**src/rtl/sram_arb_pkg.sv**
```systemverilog
// Shared types and constants for the two-port SRAM arbiter.
// Imported by the interface, the arbiter core and the top level.
package sram_arb_pkg;

    localparam int STATE_W = 2;

    typedef enum logic [STATE_W-1:0] {
        IDLE  = 2'd0,
        ISSUE = 2'd1,
        CAPT  = 2'd2,
        RESP  = 2'd3
    } state_e;

    localparam logic PORT_IFETCH = 1'b0;
    localparam logic PORT_LSU    = 1'b1;

endpackage

```
**src/rtl/sram_port_arbiter_if.sv**
```systemverilog
// One requester channel: request (valid/ready + payload) and response (valid/ready + rdata).
// The requester uses the master modport, the arbiter uses the slave modport.
interface sram_port_arbiter_if #(
    parameter int DATA_WIDTH = 32,
    parameter int ADDR_WIDTH = 5
);

    logic                  req_valid;
    logic                  req_ready;
    logic                  req_we;
    logic [ADDR_WIDTH-1:0] req_addr;
    logic [DATA_WIDTH-1:0] req_wdata;
    logic                  rsp_valid;
    logic                  rsp_ready;
    logic [DATA_WIDTH-1:0] rsp_rdata;

    modport master (
        output req_valid,
        output req_we,
        output req_addr,
        output req_wdata,
        output rsp_ready,
        input  req_ready,
        input  rsp_valid,
        input  rsp_rdata
    );

    modport slave (
        input  req_valid,
        input  req_we,
        input  req_addr,
        input  req_wdata,
        input  rsp_ready,
        output req_ready,
        output rsp_valid,
        output rsp_rdata
    );

endinterface

```
**src/rtl/sram_port_arbiter_rr.sv**
```systemverilog
// Two-way grant: round-robin on ties (or port 1 always wins when FIXED_PRIO != 0).
// The last-grant register only moves on an accept strobe, so an unaccepted grant does not rotate.
module rr_arbiter_2
    import sram_arb_pkg::*;
#(
    parameter int FIXED_PRIO = 0
) (
    input  logic       clk,
    input  logic       rst,
    input  logic [1:0] req,
    input  logic       accept,
    output logic [1:0] gnt,
    output logic       gnt_id
);

    logic last_q;
    logic last_d;

    always_comb begin
        gnt_id = PORT_IFETCH;
        if (req[0] && req[1]) begin
            if (FIXED_PRIO != 0) begin
                gnt_id = PORT_LSU;
            end else begin
                gnt_id = ~last_q;
            end
        end else if (req[1]) begin
            gnt_id = PORT_LSU;
        end
    end

    always_comb begin
        gnt = 2'b00;
        if (req != 2'b00) begin
            gnt[gnt_id] = 1'b1;
        end
    end

    assign last_d = accept ? gnt_id : last_q;

    // "last = LSU" out of reset makes the first tie go to instruction fetch.
    always_ff @(posedge clk or posedge rst) begin
        if (rst) begin
            last_q <= PORT_LSU;
        end else begin
            last_q <= last_d;
        end
    end

endmodule

```
**src/rtl/sram_port_arbiter.sv**
```systemverilog
// Shares the single read/write port of the 32x32 SRAM macro between instruction fetch (p0)
// and load/store (p1); sequences each access to the macro's posedge-sample / negedge-access timing.
module sram_port_arbiter
    import sram_arb_pkg::*;
#(
    parameter int DATA_WIDTH = 32,
    parameter int ADDR_WIDTH = 5,
    parameter int FIXED_PRIO = 0
) (
    input  logic                  clk,
    input  logic                  rst,
    sram_port_arbiter_if.slave    p0,
    sram_port_arbiter_if.slave    p1,
    output logic                  sram_csb0,
    output logic                  sram_web0,
    output logic [ADDR_WIDTH-1:0] sram_addr0,
    output logic [DATA_WIDTH-1:0] sram_din0,
    input  logic [DATA_WIDTH-1:0] sram_dout0,
    output logic                  busy
);

    state_e                     state_q, state_d;
    logic                       gnt_id_q, gnt_id_d;
    logic                       we_q, we_d;
    logic                       csb_q, csb_d;
    logic                       web_q, web_d;
    logic [ADDR_WIDTH-1:0]      addr_q, addr_d;
    logic [DATA_WIDTH-1:0]      din_q, din_d;
    logic [1:0]                 rsp_valid_q, rsp_valid_d;
    logic [1:0][DATA_WIDTH-1:0] rsp_rdata_q, rsp_rdata_d;

    logic [1:0]                 req_valid;
    logic [1:0]                 rsp_ready;
    logic [1:0]                 gnt;
    logic                       win_id;
    logic                       accept;
    logic                       win_we;
    logic [ADDR_WIDTH-1:0]      win_addr;
    logic [DATA_WIDTH-1:0]      win_wdata;

    assign req_valid = {p1.req_valid, p0.req_valid};
    assign rsp_ready = {p1.rsp_ready, p0.rsp_ready};
    assign accept    = (state_q == IDLE) && (req_valid != 2'b00);

    rr_arbiter_2 #(
        .FIXED_PRIO (FIXED_PRIO)
    ) u_arb (
        .clk    (clk),
        .rst    (rst),
        .req    (req_valid),
        .accept (accept),
        .gnt    (gnt),
        .gnt_id (win_id)
    );

    assign win_we    = (win_id == PORT_LSU) ? p1.req_we    : p0.req_we;
    assign win_addr  = (win_id == PORT_LSU) ? p1.req_addr  : p0.req_addr;
    assign win_wdata = (win_id == PORT_LSU) ? p1.req_wdata : p0.req_wdata;

    // Ready is only offered in IDLE, so at most one transaction is ever in flight.
    assign p0.req_ready = (state_q == IDLE) && gnt[PORT_IFETCH];
    assign p1.req_ready = (state_q == IDLE) && gnt[PORT_LSU];

    assign p0.rsp_valid = rsp_valid_q[PORT_IFETCH];
    assign p1.rsp_valid = rsp_valid_q[PORT_LSU];
    assign p0.rsp_rdata = rsp_rdata_q[PORT_IFETCH];
    assign p1.rsp_rdata = rsp_rdata_q[PORT_LSU];

    assign sram_csb0  = csb_q;
    assign sram_web0  = web_q;
    assign sram_addr0 = addr_q;
    assign sram_din0  = din_q;
    assign busy       = (state_q != IDLE);

    always_comb begin
        state_d     = state_q;
        gnt_id_d    = gnt_id_q;
        we_d        = we_q;
        csb_d       = csb_q;
        web_d       = web_q;
        addr_d      = addr_q;
        din_d       = din_q;
        rsp_valid_d = rsp_valid_q;
        rsp_rdata_d = rsp_rdata_q;

        case (state_q)
            IDLE: begin
                if (accept) begin
                    gnt_id_d = win_id;
                    we_d     = win_we;
                    addr_d   = win_addr;
                    din_d    = win_wdata;
                    csb_d    = 1'b0;
                    web_d    = ~win_we;
                    state_d  = ISSUE;
                end
            end
            ISSUE: begin
                // The macro latches csb/web/addr/din at this edge; deselect right after.
                csb_d   = 1'b1;
                web_d   = 1'b1;
                state_d = CAPT;
            end
            CAPT: begin
                // dout0 settled on the negedge inside this cycle.
                rsp_rdata_d[gnt_id_q] = we_q ? '0 : sram_dout0;
                rsp_valid_d[gnt_id_q] = 1'b1;
                state_d               = RESP;
            end
            RESP: begin
                if (rsp_ready[gnt_id_q]) begin
                    rsp_valid_d[gnt_id_q] = 1'b0;
                    state_d               = IDLE;
                end
            end
            default: begin
                state_d = IDLE;
            end
        endcase
    end

    always_ff @(posedge clk or posedge rst) begin
        if (rst) begin
            state_q     <= IDLE;
            gnt_id_q    <= PORT_IFETCH;
            we_q        <= 1'b0;
            csb_q       <= 1'b1;
            web_q       <= 1'b1;
            addr_q      <= '0;
            din_q       <= '0;
            rsp_valid_q <= 2'b00;
            rsp_rdata_q <= '0;
        end else begin
            state_q     <= state_d;
            gnt_id_q    <= gnt_id_d;
            we_q        <= we_d;
            csb_q       <= csb_d;
            web_q       <= web_d;
            addr_q      <= addr_d;
            din_q       <= din_d;
            rsp_valid_q <= rsp_valid_d;
            rsp_rdata_q <= rsp_rdata_d;
        end
    end

endmodule

```
**src/flat_wrapper.sv**
```systemverilog
// flat-port wrapper written by rule: the top's interface ports become plain ports
module sram_port_arbiter_flat import sram_arb_pkg::*;
#(
    parameter int DATA_WIDTH = 32,
    parameter int ADDR_WIDTH = 5,
    parameter int FIXED_PRIO = 0
)
  (clk, rst, sram_csb0, sram_web0, sram_addr0, sram_din0, sram_dout0, busy, p0_req_valid, p0_req_we, p0_req_addr, p0_req_wdata, p0_rsp_ready, p0_req_ready, p0_rsp_valid, p0_rsp_rdata, p1_req_valid, p1_req_we, p1_req_addr, p1_req_wdata, p1_rsp_ready, p1_req_ready, p1_rsp_valid, p1_rsp_rdata);
  sram_port_arbiter_if #(.DATA_WIDTH(DATA_WIDTH), .ADDR_WIDTH(ADDR_WIDTH)) p0_i ();
  sram_port_arbiter_if #(.DATA_WIDTH(DATA_WIDTH), .ADDR_WIDTH(ADDR_WIDTH)) p1_i ();
  input  logic clk;
  input  logic rst;
  output logic sram_csb0;
  output logic sram_web0;
  output logic [ADDR_WIDTH-1:0] sram_addr0;
  output logic [DATA_WIDTH-1:0] sram_din0;
  input  logic [DATA_WIDTH-1:0] sram_dout0;
  output logic busy;
  input wire logic [$bits(p0_i.req_valid)-1:0] p0_req_valid;
  input wire logic [$bits(p0_i.req_we)-1:0] p0_req_we;
  input wire logic [$bits(p0_i.req_addr)-1:0] p0_req_addr;
  input wire logic [$bits(p0_i.req_wdata)-1:0] p0_req_wdata;
  input wire logic [$bits(p0_i.rsp_ready)-1:0] p0_rsp_ready;
  output wire logic [$bits(p0_i.req_ready)-1:0] p0_req_ready;
  output wire logic [$bits(p0_i.rsp_valid)-1:0] p0_rsp_valid;
  output wire logic [$bits(p0_i.rsp_rdata)-1:0] p0_rsp_rdata;
  input wire logic [$bits(p1_i.req_valid)-1:0] p1_req_valid;
  input wire logic [$bits(p1_i.req_we)-1:0] p1_req_we;
  input wire logic [$bits(p1_i.req_addr)-1:0] p1_req_addr;
  input wire logic [$bits(p1_i.req_wdata)-1:0] p1_req_wdata;
  input wire logic [$bits(p1_i.rsp_ready)-1:0] p1_rsp_ready;
  output wire logic [$bits(p1_i.req_ready)-1:0] p1_req_ready;
  output wire logic [$bits(p1_i.rsp_valid)-1:0] p1_rsp_valid;
  output wire logic [$bits(p1_i.rsp_rdata)-1:0] p1_rsp_rdata;
  assign p0_i.req_valid = p0_req_valid;
  assign p0_i.req_we = p0_req_we;
  assign p0_i.req_addr = p0_req_addr;
  assign p0_i.req_wdata = p0_req_wdata;
  assign p0_i.rsp_ready = p0_rsp_ready;
  assign p0_req_ready = p0_i.req_ready;
  assign p0_rsp_valid = p0_i.rsp_valid;
  assign p0_rsp_rdata = p0_i.rsp_rdata;
  assign p1_i.req_valid = p1_req_valid;
  assign p1_i.req_we = p1_req_we;
  assign p1_i.req_addr = p1_req_addr;
  assign p1_i.req_wdata = p1_req_wdata;
  assign p1_i.rsp_ready = p1_rsp_ready;
  assign p1_req_ready = p1_i.req_ready;
  assign p1_rsp_valid = p1_i.rsp_valid;
  assign p1_rsp_rdata = p1_i.rsp_rdata;
  sram_port_arbiter #(.DATA_WIDTH(DATA_WIDTH), .ADDR_WIDTH(ADDR_WIDTH), .FIXED_PRIO(FIXED_PRIO)) u_core (.clk(clk), .rst(rst), .p0(p0_i), .p1(p1_i), .sram_csb0(sram_csb0), .sram_web0(sram_web0), .sram_addr0(sram_addr0), .sram_din0(sram_din0), .sram_dout0(sram_dout0), .busy(busy));
endmodule
```
**config.mk**
```make
export PLATFORM = sky130hd
export DESIGN_NAME = sram_port_arbiter_flat
export DESIGN_NICKNAME = d
export VERILOG_FILES = /design/src/rtl/sram_arb_pkg.sv /design/src/rtl/sram_port_arbiter_if.sv /design/src/rtl/sram_port_arbiter_rr.sv /design/src/rtl/sram_port_arbiter.sv /design/src/flat_wrapper.sv
export SDC_FILE = /design/constraint.sdc
export NUM_CORES = 1
export LEC_CHECK = 0
export CORE_ASPECT_RATIO = 1.2
export CORE_MARGIN = 2
export CORE_UTILIZATION = 32
export DETAILED_ROUTE_END_ITERATION = 16
export PLACE_DENSITY = 0.65
export SETUP_SLACK_MARGIN = 0.2
export SLEW_MARGIN = 20
export SYNTH_ARGS = -nofsm -noshare
export SYNTH_HDL_FRONTEND = slang
export SYNTH_SLANG_ARGS = --single-unit
```
**constraint.sdc**
```tcl
create_clock -name clk -period 4.6 [get_ports clk]
set_input_delay 0.69 -clock clk [delete_from_list [all_inputs] [get_ports clk]]
set_output_delay 0.69 -clock clk [all_outputs]
set_load 0.01 [all_outputs]
```
==> results by group, run 1 <==
Run status
  • Outcome: finished clean

Timing
  • Unrepaired setup endpoints after global routing: no
  • Final setup violation count: 0
  • Final TNS setup: 0 ns
  • Worst-margin pin slew: 1.02 ns
  • Final Skew: 0.00867 ns
  • Hold_ws: 0.482 ns
  • Tcrit/Tclk final: 0.728
  • Slack of the critical path: 1.25 ns
  • Max Transition Viols Final: 0
  • Fin crit period: 3.35 ns
  • Worst slew margin: 0.319
  • Hold Fails Final Rpt: 0
  • Max Fclk: 0.299 GHz

Layout
  • Nets: 811
  • Area Overhead vs Synth: 55.9%
  • Non-Filler Instances: 873
  • Fill cell count: 1,351
  • Multi-input logic area: 1730 um2
  • Antenna Cells: 0
  • Post-route design area: 7300 um2
  • FF/Latch Area: 2760 um2
  • End-of-flow core utilization: 0.508
  • Fraction of layout cells with a size suffix above 1: 0.0602

Detailed routing
  • DR vias: 4,198
  • DRT Wirelength: 13.6 mm
  • Average via count per standard cell: 4.81
  • Post-route ant nets: 0
  • DRT Pass-1 Iters: 4
  • Initial drt markers: 186
  • Routed length per instance: 15.5 um
  • Drt drc: 0

Placement
  • Placed Area: 6970 um2
  • Placed cells: 857
  • Dpl hpwl: 9.66 mm
  • Routability cong.: 0.764
  • Pre-CTS setup slack: 1.24 ns
  • Number of buffers inserted by port buffering: 221

Flow run
  • # Max-Cap Violations: 0

Floorplanning
  • I/O Pins: 222
  • Die area: 15,600 um2
  • Die Y: 136 um
  • Core Footprint: 14,400 um2
  • Initial Utilization: 0.326
  • Cell row count: 48
  • DIE WIDTH: 114 um

Setup path
  • Startpoint class of the critical path: input pin
  • RR Endpoint: u_core.sram_web0
  • Critical R2R Launch: u_core.state_q[0]
  • Kind of critical path: input pin to primary output
  • Crit path max-delay cell type: a21bo_2
  • Worst reg2reg setup slack: 2.42 ns
  • Crit. End Element: primary output
  • Critical-path cell list: clkdlybuf4s50_1 -> a21bo_2 -> nor2_4 -> clkdlybuf4s50_1
  • Kind of cell adding the most delay to the critical path: buffers and inverters
  • Critical Path RT: 3.91 ns
  • CP max stage delay: 0.75 ns
  • Worst-path maximum fanout: 39
  • CP Buf/Inv Count: 2
  • Crit-path most repeated cell: clkdlybuf4s50_1
  • WP data arrival: 2.66 ns
  • Cells on worst reg2reg path: 6

GRT
  • Gr ovfl total: 0
  • First-pass GRT wire length: 21.1 mm
  • Pin count of the biggest net entering global routing: 76
  • Number of global-route vias before repair: 4,217
  • Number of antenna violations at the first check in global routing: 0
  • Total track usage: 0.172

Logic synthesis
  • Ys flop type: dfrtp_1
  • Post-synth EDFFs: 0
  • Seq/Total Area, Yosys: 0.589
  • Syn Nets: 606
  • Asr flop ratio synth: 1.00
  • Yosys Warn Count: 0
  • Synthesized area: 4680 um2
  • Cells after Synth: 488
  • Syn_area_per_cell: 9.59 um2
  • Yosys reg bits: 110
  • Number of distinct library cells after synthesis: 33

Worst hold path
  • Min-delay src: u_core.p1.rsp_rdata[29]
  • Type of the tightest min-delay check: register to register
  • Hold path endpoint: u_core.p1.rsp_rdata[29]
  • Worst hold stages: 2

Clocking
  • Clock sink count: 110
  • Post-cts sizing count: 0
  • Clk slew on worst S/H paths: 0.08 ns
  • CTS root buf: clkbuf_16
  • CTS tree: yes
  • Max Buffers Root-to-Sink: 2
  • Hold-fix buffers, CTS: 0
  • CTS H-tree depth: 3
  • CTS Buf Count: 9
  • Clock latency on the worst-skew pair: 0.35 ns
  • Setup Buffers After CTS: 0

Power
  • Leak: 3.13 nW
  • Total power per unit cell area: 652 nW/um2
  • Maximum vdd ir drop: 0.000362 V
  • Pwr Total: 4.76 mW
power by group:
part	switching (mW)	internal (mW)	total (mW)
registers	0.288	1.42	1.71
clock network	0.374	0.447	0.821
logic	1.07	1.17	2.23
synth_stat cells (all sizes together) (2+ instances only):
| master | number | share of area |
|---|---|---|
| o21ai | 68 | 0.074 |
| a21oi | 74 | 0.086 |
| dfstp | 3 | 0.017 |
| and3 | 2 | 0.0027 |
| nand2b | 34 | 0.045 |
| dfrtp | 107 | 0.57 |
| nand2 | 105 | 0.084 |
| nor2 | 39 | 0.033 |
| clkbuf | 13 | 0.012 |
| a21boi | 2 | 0.0056 |
| buf | 20 | 0.030 |
| ha | 4 | 0.011 |
| inv | 4 | 0.0032 |
state kept, by name, summed over array words and instances, names as in the netlist, 2 cells and up, named ones only:
signal / cells
u_core.state_q: 2
u_core.sram_addr0: 5
u_core.p0.rsp_rdata: 32
u_core.sram_din0: 32
u_core.p1.rsp_rdata: 32
worst register-to-register path: cells and delay by family, from the launching register on:
family / cells / cell delay [ns]
adder cells (fa/ha/maj): 1 / 0.39
flip-flops: 1 / 0.42
AO/OA/AOI/OAI: 3 / 0.82
buffers and inverters: 2 / 0.49
cell usage in the layout (no fill, tap or decap), types with 2 or more instances in the layout:
master and instances:
a21oi_1 65, nor2_1 38, clkinv_4 2, o21ai_0 67, inv_8 2, a21oi_2 9, clkdlybuf4s50_1 221, dfrtp_1 107
nand2_1 104, dfstp_2 3, ha_1 4, and3_1 2, buf_4 6, nand2b_1 33, clkbuf_16 9, inv_1 3
layer usage:
metal	track usage	vias up	part of all wire
met2	0.269	197	0.45
met4	0.0657	0	0.016
li1	-	2029	-
met3	0.0651	15	0.10
met1	0.216	1957	0.43
met5	0	-	0
cells by family (layout without fill, tap and decap cells):
| family | after synthesis | in the layout | share of synthesized area |
|---|---|---|---|
| AOI/OAI and AO/OA | 154 | 154 | 0.184 |
| adders and majority gates | 4 | 4 | 0.0107 |
| muxes | 2 | 2 | 0.00455 |
| DFF | 110 | 110 | 0.589 |
| buffers and inverters | 37 | 247 | 0.0452 |
| and+or+nand+nor | 181 | 181 | 0.167 |
worst max path at each step:
stage / startpoint / endpoint / slack [ns] / cells after the start
after floorplan: rst / asynchronous set/reset pin / 1.01 / 1
after global placement: p0_req_valid / p1_req_ready / 1.27 / 4
after detailed placement: p0_req_valid / p1_req_ready / 1.24 / 4
after CTS: p0_req_valid / p1_req_ready / 1.24 / 4
after global routing: p0_req_valid / p1_req_ready / 1.15 / 4
final: p0_req_valid / p1_req_ready / 1.25 / 4
cell type report:
class,instances,area share
clock buffers,10,0.0328
clock inverters,6,0.0106
inverters,4,0.00240
multi-input cells,341,0.237
flip-flops and latches,110,0.378
well taps,175,0.0300
repair buffers,227,0.309
Power figures use the tool's default switching activity.
==> run 2: changes to the inputs <==
--- a/config.mk
+++ b/config.mk
@@ -9,7 +9,7 @@
 export CORE_MARGIN = 2
 export CORE_UTILIZATION = 32
 export DETAILED_ROUTE_END_ITERATION = 16
-export PLACE_DENSITY = 0.65
+export PLACE_DENSITY = 0.68
 export SETUP_SLACK_MARGIN = 0.2
 export SLEW_MARGIN = 20
 export SYNTH_ARGS = -nofsm -noshare
==> constraint.sdc (replaced) <==
create_clock -name clk -period 2.8 [get_ports clk]
set_input_delay 0.42 -clock clk [delete_from_list [all_inputs] [get_ports clk]]
set_output_delay 0.42 -clock clk [all_outputs]
set_load 0.01 [all_outputs]
==> results by group, run 2 (synthesis results as in run 1) <==
Run status
  • Outcome: finished clean

Setup path
  • Kind of cell adding the most delay to the critical path: buffers and inverters
  • CP Buf/Inv Count: 3 (+1)
  • Kind of critical path: register to primary output
  • Critical Path RT: 2.38 ns (-1.53 ns)
  • Startpoint class of the critical path: register
  • CP max stage delay: 0.57 ns (-0.18 ns)
  • Crit path max-delay cell type: clkdlybuf4s50_1
  • Crit. End Element: primary output
  • WP data arrival: 2.02 ns (-0.64 ns)
  • Worst-path maximum fanout: 8 (-79%)
  • Crit-path most repeated cell: inv_1
  • Critical-path cell list: inv_1 -> ha_2 -> inv_1 -> nor2_4 -> clkdlybuf4s50_1

Timing
  • Unrepaired setup endpoints after global routing: no
  • Hold Fails Final Rpt: 0 (unchanged)
  • Fin crit period: 2.44 ns
  • Worst-margin pin slew: 0.982 ns (-0.0390 ns)
  • Max Fclk: 0.410 GHz
  • Final setup violation count: 0 (unchanged)
  • Max Transition Viols Final: 0 (unchanged)
  • Final TNS setup: 0 ns (unchanged)
  • Tcrit/Tclk final: 0.872
  • Worst slew margin: 0.343 (+0.0237)
  • Final Skew: 0.00971 ns (+0.00104 ns)

Detailed routing
  • Drt drc: 0 (unchanged)
  • DRT Wirelength: 13.6 mm (+0.10%)
  • DR vias: 4,124 (-1.8%)
  • Initial drt markers: 206 (+11%)
  • DRT Pass-1 Iters: 4 (unchanged)
  • Routed length per instance: 15.5 um (about the same)
  • Post-route ant nets: 0 (unchanged)
  • Average via count per standard cell: 4.72 (-1.9%)

Power
  • Leak: 3.12 nW (about the same)
  • Sequential share of power: 0.361 (+0.002)
  • Maximum vdd ir drop: 0.000532 V (+47%)
  • Total power per unit cell area: 1070 nW/um2 (+64%)
  • NetSw: 2.82 mW (+64%)
  • Switching Fraction: 0.363 (about the same)
  • Power share of the combinational group: 0.472 (+0.003)
  • P_int: 4.96 mW (+63%)
  • Clk pwr share: 0.167 (-0.006)

Flow run
  • # Max-Cap Violations: 0 (unchanged)

Clocking
  • Clk slew on worst S/H paths: 0.08 ns (about the same)
  • CTS H-tree depth: 3 (unchanged)
  • Hold-fix buffers, CTS: 0 (unchanged)
  • Post-cts sizing count: 0 (unchanged)
  • CTS Buf Count: 9 (unchanged)
  • Clock sink count: 110 (unchanged)
  • CTS tree: yes
  • Setup Buffers After CTS: 0 (unchanged)
  • Clock latency on the worst-skew pair: 0.35 ns (about the same)
  • CTS root buf: clkbuf_16
  • Max Buffers Root-to-Sink: 2 (unchanged)

Worst hold path
  • Type of the tightest min-delay check: register to register

Layout
  • Area Overhead vs Synth: 55.9% (about the same)
  • Commonest non-fill, non-tap cell in the layout: clkdlybuf4s50_1
  • Nets: 812 (+0.12%)
  • Antenna Cells: 0 (unchanged)
  • Most frequent cells in the layout: 221 x clkdlybuf4s50_1, 107 x dfrtp_1, 104 x nand2_1
  • End-of-flow core utilization: 0.508 (about the same)
  • Fraction of layout cells with a size suffix above 1: 0.0629 (+0.00278)

Floorplanning
  • Core Footprint: 14,400 um2 (unchanged)
  • Cell row count: 48 (unchanged)
  • DIE WIDTH: 114 um (unchanged)
  • Die area: 15,600 um2 (unchanged)
  • I/O Pins: 222 (unchanged)
  • Initial Utilization: 0.326 (unchanged)
  • Die Y: 136 um (unchanged)

Placement
  • Routability cong.: 0.797 (+4.3%)
  • Number of buffers inserted by port buffering: 221 (unchanged)
  • Dpl hpwl: 9.77 mm (+1.2%)

GRT
  • Gr ovfl total: 0 (unchanged)
  • Number of global-route vias before repair: 4,251 (+0.81%)
  • First-pass GRT wire length: 21.0 mm (-0.43%)
  • Total track usage: 0.173 (+0.000519)
  • Pin count of the biggest net entering global routing: 111 (+46%)
  • Number of antenna violations at the first check in global routing: 0 (unchanged)
## run 2: final cells by class
type                            count  area (um2)
Fill cell                        1348        7060
Sequential cell                   110        2760
Timing Repair Buffer              228        2280
Multi-Input combinational cell    341        1730
Clock buffer                        9         225
Tap cell                          175         219
Clock inverter                      7        71.3
Inverter                            4        18.8
## run 2: power by group through the flow
stage / registers (mW) / logic (mW) / clock network [mW]
floorplan: 3.05 / 1.51 / 0
global placement: 2.80 / 3.63 / 0
detailed placement: 2.85 / 3.71 / 0
CTS: 2.82 / 3.73 / 1.32
global route: 2.91 / 4.05 / 1.39
finish: 2.81 / 3.67 / 1.30
## run 2: worst min-delay path: cells and delay by family, from the launching register on
family	cells	cell delay, ns
flip-flops	1	0.35
AO/OA/AOI/OAI	1	0.06
AND/OR/NAND/NOR	1	0.05
## run 2: final timing paths
check	from	to	slack [ns]	cells past startpoint
hold / removal	u_core.p0.rsp_rdata[18]	u_core.p0.rsp_rdata[18]	0.48	2
max in group asynchronous	rst	u_core.sram_din0[26]	1.74	3
min in group asynchronous	rst	u_core.sram_din0[31]	0.55	3
setup / recovery	u_core.state_q[0]	p1_req_ready	0.36	5
setup reg to reg	u_core.state_q[0]	u_core.p1.rsp_rdata[12]	0.87	4
hold reg to reg	u_core.p0.rsp_rdata[18]	u_core.p0.rsp_rdata[18]	0.48	2
## run 2: per-stage QoR
step / cells / hold slack (ns) / power [mW] / setup WS [ns] / area [um2]
detailed placement: 858 / 0.470 / 6.56 / 0.381 / 7000
floorplan: 488 / 0.513 / 4.56 / 1.05 / 4680
global placement: 858 / 0.462 / 6.43 / 0.393 / 7000
CTS: 874 / 0.486 / 7.88 / 0.211 / 7290
finish: 874 / 0.484 / 7.78 / 0.358 / 7290
global route: 874 / 0.510 / 8.35 / 0.266 / 7290
## run 2: metal layers
metal | wire length (um) | vias up | track usage
met5 | 0 | - | 0
met4 | 235 | 0 | 0.0711
met3 | 1460 | 13 | 0.0673
met2 | 6300 | 193 | 0.278
met1 | 5570 | 1889 | 0.206
li1 | - | 2029 | -
==> run 3: changes to the inputs <==
--- a/config.mk
+++ b/config.mk
@@ -6,10 +6,9 @@
 export NUM_CORES = 1
 export LEC_CHECK = 0
 export CORE_ASPECT_RATIO = 1.2
-export CORE_MARGIN = 2
-export CORE_UTILIZATION = 32
+export CORE_UTILIZATION = 30
 export DETAILED_ROUTE_END_ITERATION = 16
-export PLACE_DENSITY = 0.68
+export PLACE_DENSITY = 0.64
 export SETUP_SLACK_MARGIN = 0.2
 export SLEW_MARGIN = 20
 export SYNTH_ARGS = -nofsm -noshare
==> results by group, run 3 (synthesis results as in run 1) <==
Run status
  • Outcome: finished clean

Floorplanning
  • Die Y: 139 um (+1.7%)
  • Initial Utilization: 0.309 (-0.0170)
  • Die area: 16,100 um2 (+3.2%)
  • I/O Pins: 222 (unchanged)
  • Core Footprint: 15,100 um2 (+5.5%)
  • DIE WIDTH: 116 um (+1.4%)
  • Cell row count: 49 (+2.1%)

GRT
  • Gr ovfl total: 0 (unchanged)
  • GR Util met3: 0.0634 (-0.00395)
  • Number of antenna violations at the first check in global routing: 0 (unchanged)
  • M1 GR Usage: 0.198 (-0.00762)
  • First-pass GRT wire length: 21.3 mm (+1.3%)
  • Most Crowded Layer GR: met2
  • Met2 GRT Util: 0.281 (+0.00291)
  • Total track usage: 0.171 (-0.00157)
  • Number of global-route vias before repair: 4,243 (-0.19%)
  • Pin count of the biggest net entering global routing: 111 (unchanged)

Clocking
  • CTS tree: yes
  • Clk slew on worst S/H paths: 0.07 ns (about the same)
  • CTS Buf Count: 9 (unchanged)
  • CTS H-tree depth: 3 (unchanged)
  • Clock sink count: 110 (unchanged)
  • Clock latency on the worst-skew pair: 0.35 ns (about the same)
  • CTS root buf: clkbuf_16
  • Max Buffers Root-to-Sink: 2 (unchanged)

Setup path
  • RR Endpoint: u_core.p0.rsp_rdata[14]
  • Cells on worst reg2reg path: 5 (+1)
  • WP data arrival: 2.01 ns (about the same)
  • Critical Path RT: 2.38 ns (about the same)
  • Worst reg2reg setup slack: 0.81 ns (-0.06 ns)
  • Crit. End Element: primary output
  • Kind of critical path: register to primary output
  • Worst-path maximum fanout: 8 (unchanged)
  • Critical R2R Launch: u_core.state_q[0]
  • Startpoint class of the critical path: register

Layout
  • Most frequent cells in the layout: 221 x clkdlybuf4s50_1, 107 x dfrtp_1, 104 x nand2_1
  • Antenna Cells: 0 (unchanged)
  • Area Overhead vs Synth: 57.3%
  • FF/Latch Area: 2760 um2 (unchanged)
  • Fraction of layout cells with a size suffix above 1: 0.0588 (-0.00412)
  • Commonest non-fill, non-tap cell in the layout: clkdlybuf4s50_1
  • Fill cell count: 1,424 (+5.6%)
  • Post-route design area: 7360 um2 (+0.89%)
  • Multi-input logic area: 1720 um2 (-0.15%)
  • Nets: 811 (-0.12%)

Placement
  • Routability cong.: 0.807 (+1.3%)
  • Placed Area: 7020 um2 (+0.30%)
  • Number of buffers inserted by port buffering: 221 (unchanged)
  • Dpl hpwl: 9.60 mm (-1.8%)
  • Pre-CTS setup slack: 0.421 ns (+0.0392 ns)

Detailed routing
  • Routed length per instance: 14.9 um (-4.1%)
  • Initial drt markers: 103 (-50%)
  • DR vias: 4,181 (+1.4%)
  • Post-route ant nets: 0 (unchanged)
  • Average via count per standard cell: 4.64 (-1.7%)
  • Drt drc: 0 (unchanged)
  • DRT Pass-1 Iters: 4 (unchanged)
  • DRT Wirelength: 13.4 mm (-1.1%)

Worst hold path
  • Type of the tightest min-delay check: register to register
  • Min-delay src: u_core.p1.rsp_rdata[13]
  • Worst hold stages: 2 (unchanged)
  • Hold path endpoint: u_core.p1.rsp_rdata[13]

Timing
  • Fin crit period: 2.43 ns (-0.00690 ns)
  • Worst slew margin: 0.362 (+0.0192)
  • Slack of the critical path: 0.365 ns (+0.00690 ns)
  • Final setup violation count: 0 (unchanged)
  • Unrepaired setup endpoints after global routing: no
  • Final Skew: 0.00457 ns (-0.00514 ns)
  • Final TNS setup: 0 ns (unchanged)
  • Max Transition Viols Final: 0 (unchanged)
  • Max Fclk: 0.411 GHz (+0.28%)
  • Tcrit/Tclk final: 0.870 (-0.00246)
  • Hold Fails Final Rpt: 0 (unchanged)
  • Worst-margin pin slew: 0.957 ns (-0.0253 ns)

Power
  • Power share of the combinational group: 0.462 (-0.010)
  • Total power per unit cell area: 1070 nW/um2 (+0.68%)
  • Switching Fraction: 0.352 (-0.0110)
  • Sequential share of power: 0.355 (-0.006)
  • NetSw: 2.78 mW (-1.5%)
  • P_int: 5.12 mW (+3.3%)
  • Clk pwr share: 0.183 (+0.016)
  • Pwr Total: 7.90 mW (+1.6%)
  • Leak: 3.13 nW (+0.35%)
  • Maximum vdd ir drop: 0.000476 V (-10%)

Flow run
  • # Max-Cap Violations: 0 (unchanged)
## run 3: what timing repair did
action,CTS,global route
buffers inserted,0,0
resized for setup,0,1
hold buffers,0,0
endpoints found under the setup margin,0,2
## run 3: worst max path at each step
stage,end,cells past startpoint,start
3_3_place_gp,p1_req_ready,4,p1_req_valid
3_5_place_dp,p1_req_ready,4,p1_req_valid
5_1_grt,p1_req_ready,5,u_core.state_q[0]
2_1_floorplan,asynchronous set/reset pin,1,rst
4_1_cts,p1_req_ready,5,u_core.state_q[0]
6_report,p1_req_ready,5,u_core.state_q[0]
## run 3: power groups by stage
| stage | Sequential, mW | Clock, mW | Combinational (mW) |
|---|---|---|---|
| 6_report | 2.80 | 1.45 | 3.65 |
| 5_1_grt | 2.91 | 1.55 | 4.04 |
| 3_5_place_dp | 2.83 | 0 | 3.69 |
| 4_1_cts | 2.82 | 1.48 | 3.70 |
| 2_1_floorplan | 3.05 | 0 | 1.51 |
| 3_3_place_gp | 2.81 | 0 | 3.62 |
## run 3: layer usage
metal | routed length, um | vias up
li1 | - | 2025
met1 | 5500 | 1950
met2 | 6170 | 191
met3 | 1510 | 15
met4 | 240 | 0
met5 | 0 | -
## run 3: critical path, cell delays in order (launching register included)
cell and delay (ns):
dfrtp_1 0.42, inv_1 0.11, ha_2 0.28, inv_1 0.14, nor2_4 0.15, clkdlybuf4s50_1 0.57
## run 3: per-stage QoR
| step | utilization | cells | hold slack [ns] |
|---|---|---|---|
| 2_1_floorplan | - | 488 | 0.513 |
| 3_3_place_gp | 0.463 | 886 | 0.462 |
| 3_5_place_dp | 0.463 | 886 | 0.469 |
| 4_1_cts | 0.485 | 901 | 0.485 |
| 5_1_grt | 0.486 | 901 | 0.502 |
| 6_report | 0.486 | 901 | 0.479 |
## run 3: cell type report
| class | instances | share of cell area |
|---|---|---|
| clock inverters | 5 | 0.0145 |
| multi-input cells | 341 | 0.234 |
| inverters | 4 | 0.00255 |
| repair buffers | 227 | 0.308 |
| flip-flops and latches | 110 | 0.375 |
| well taps | 204 | 0.0347 |
| clock buffers | 10 | 0.0311 |
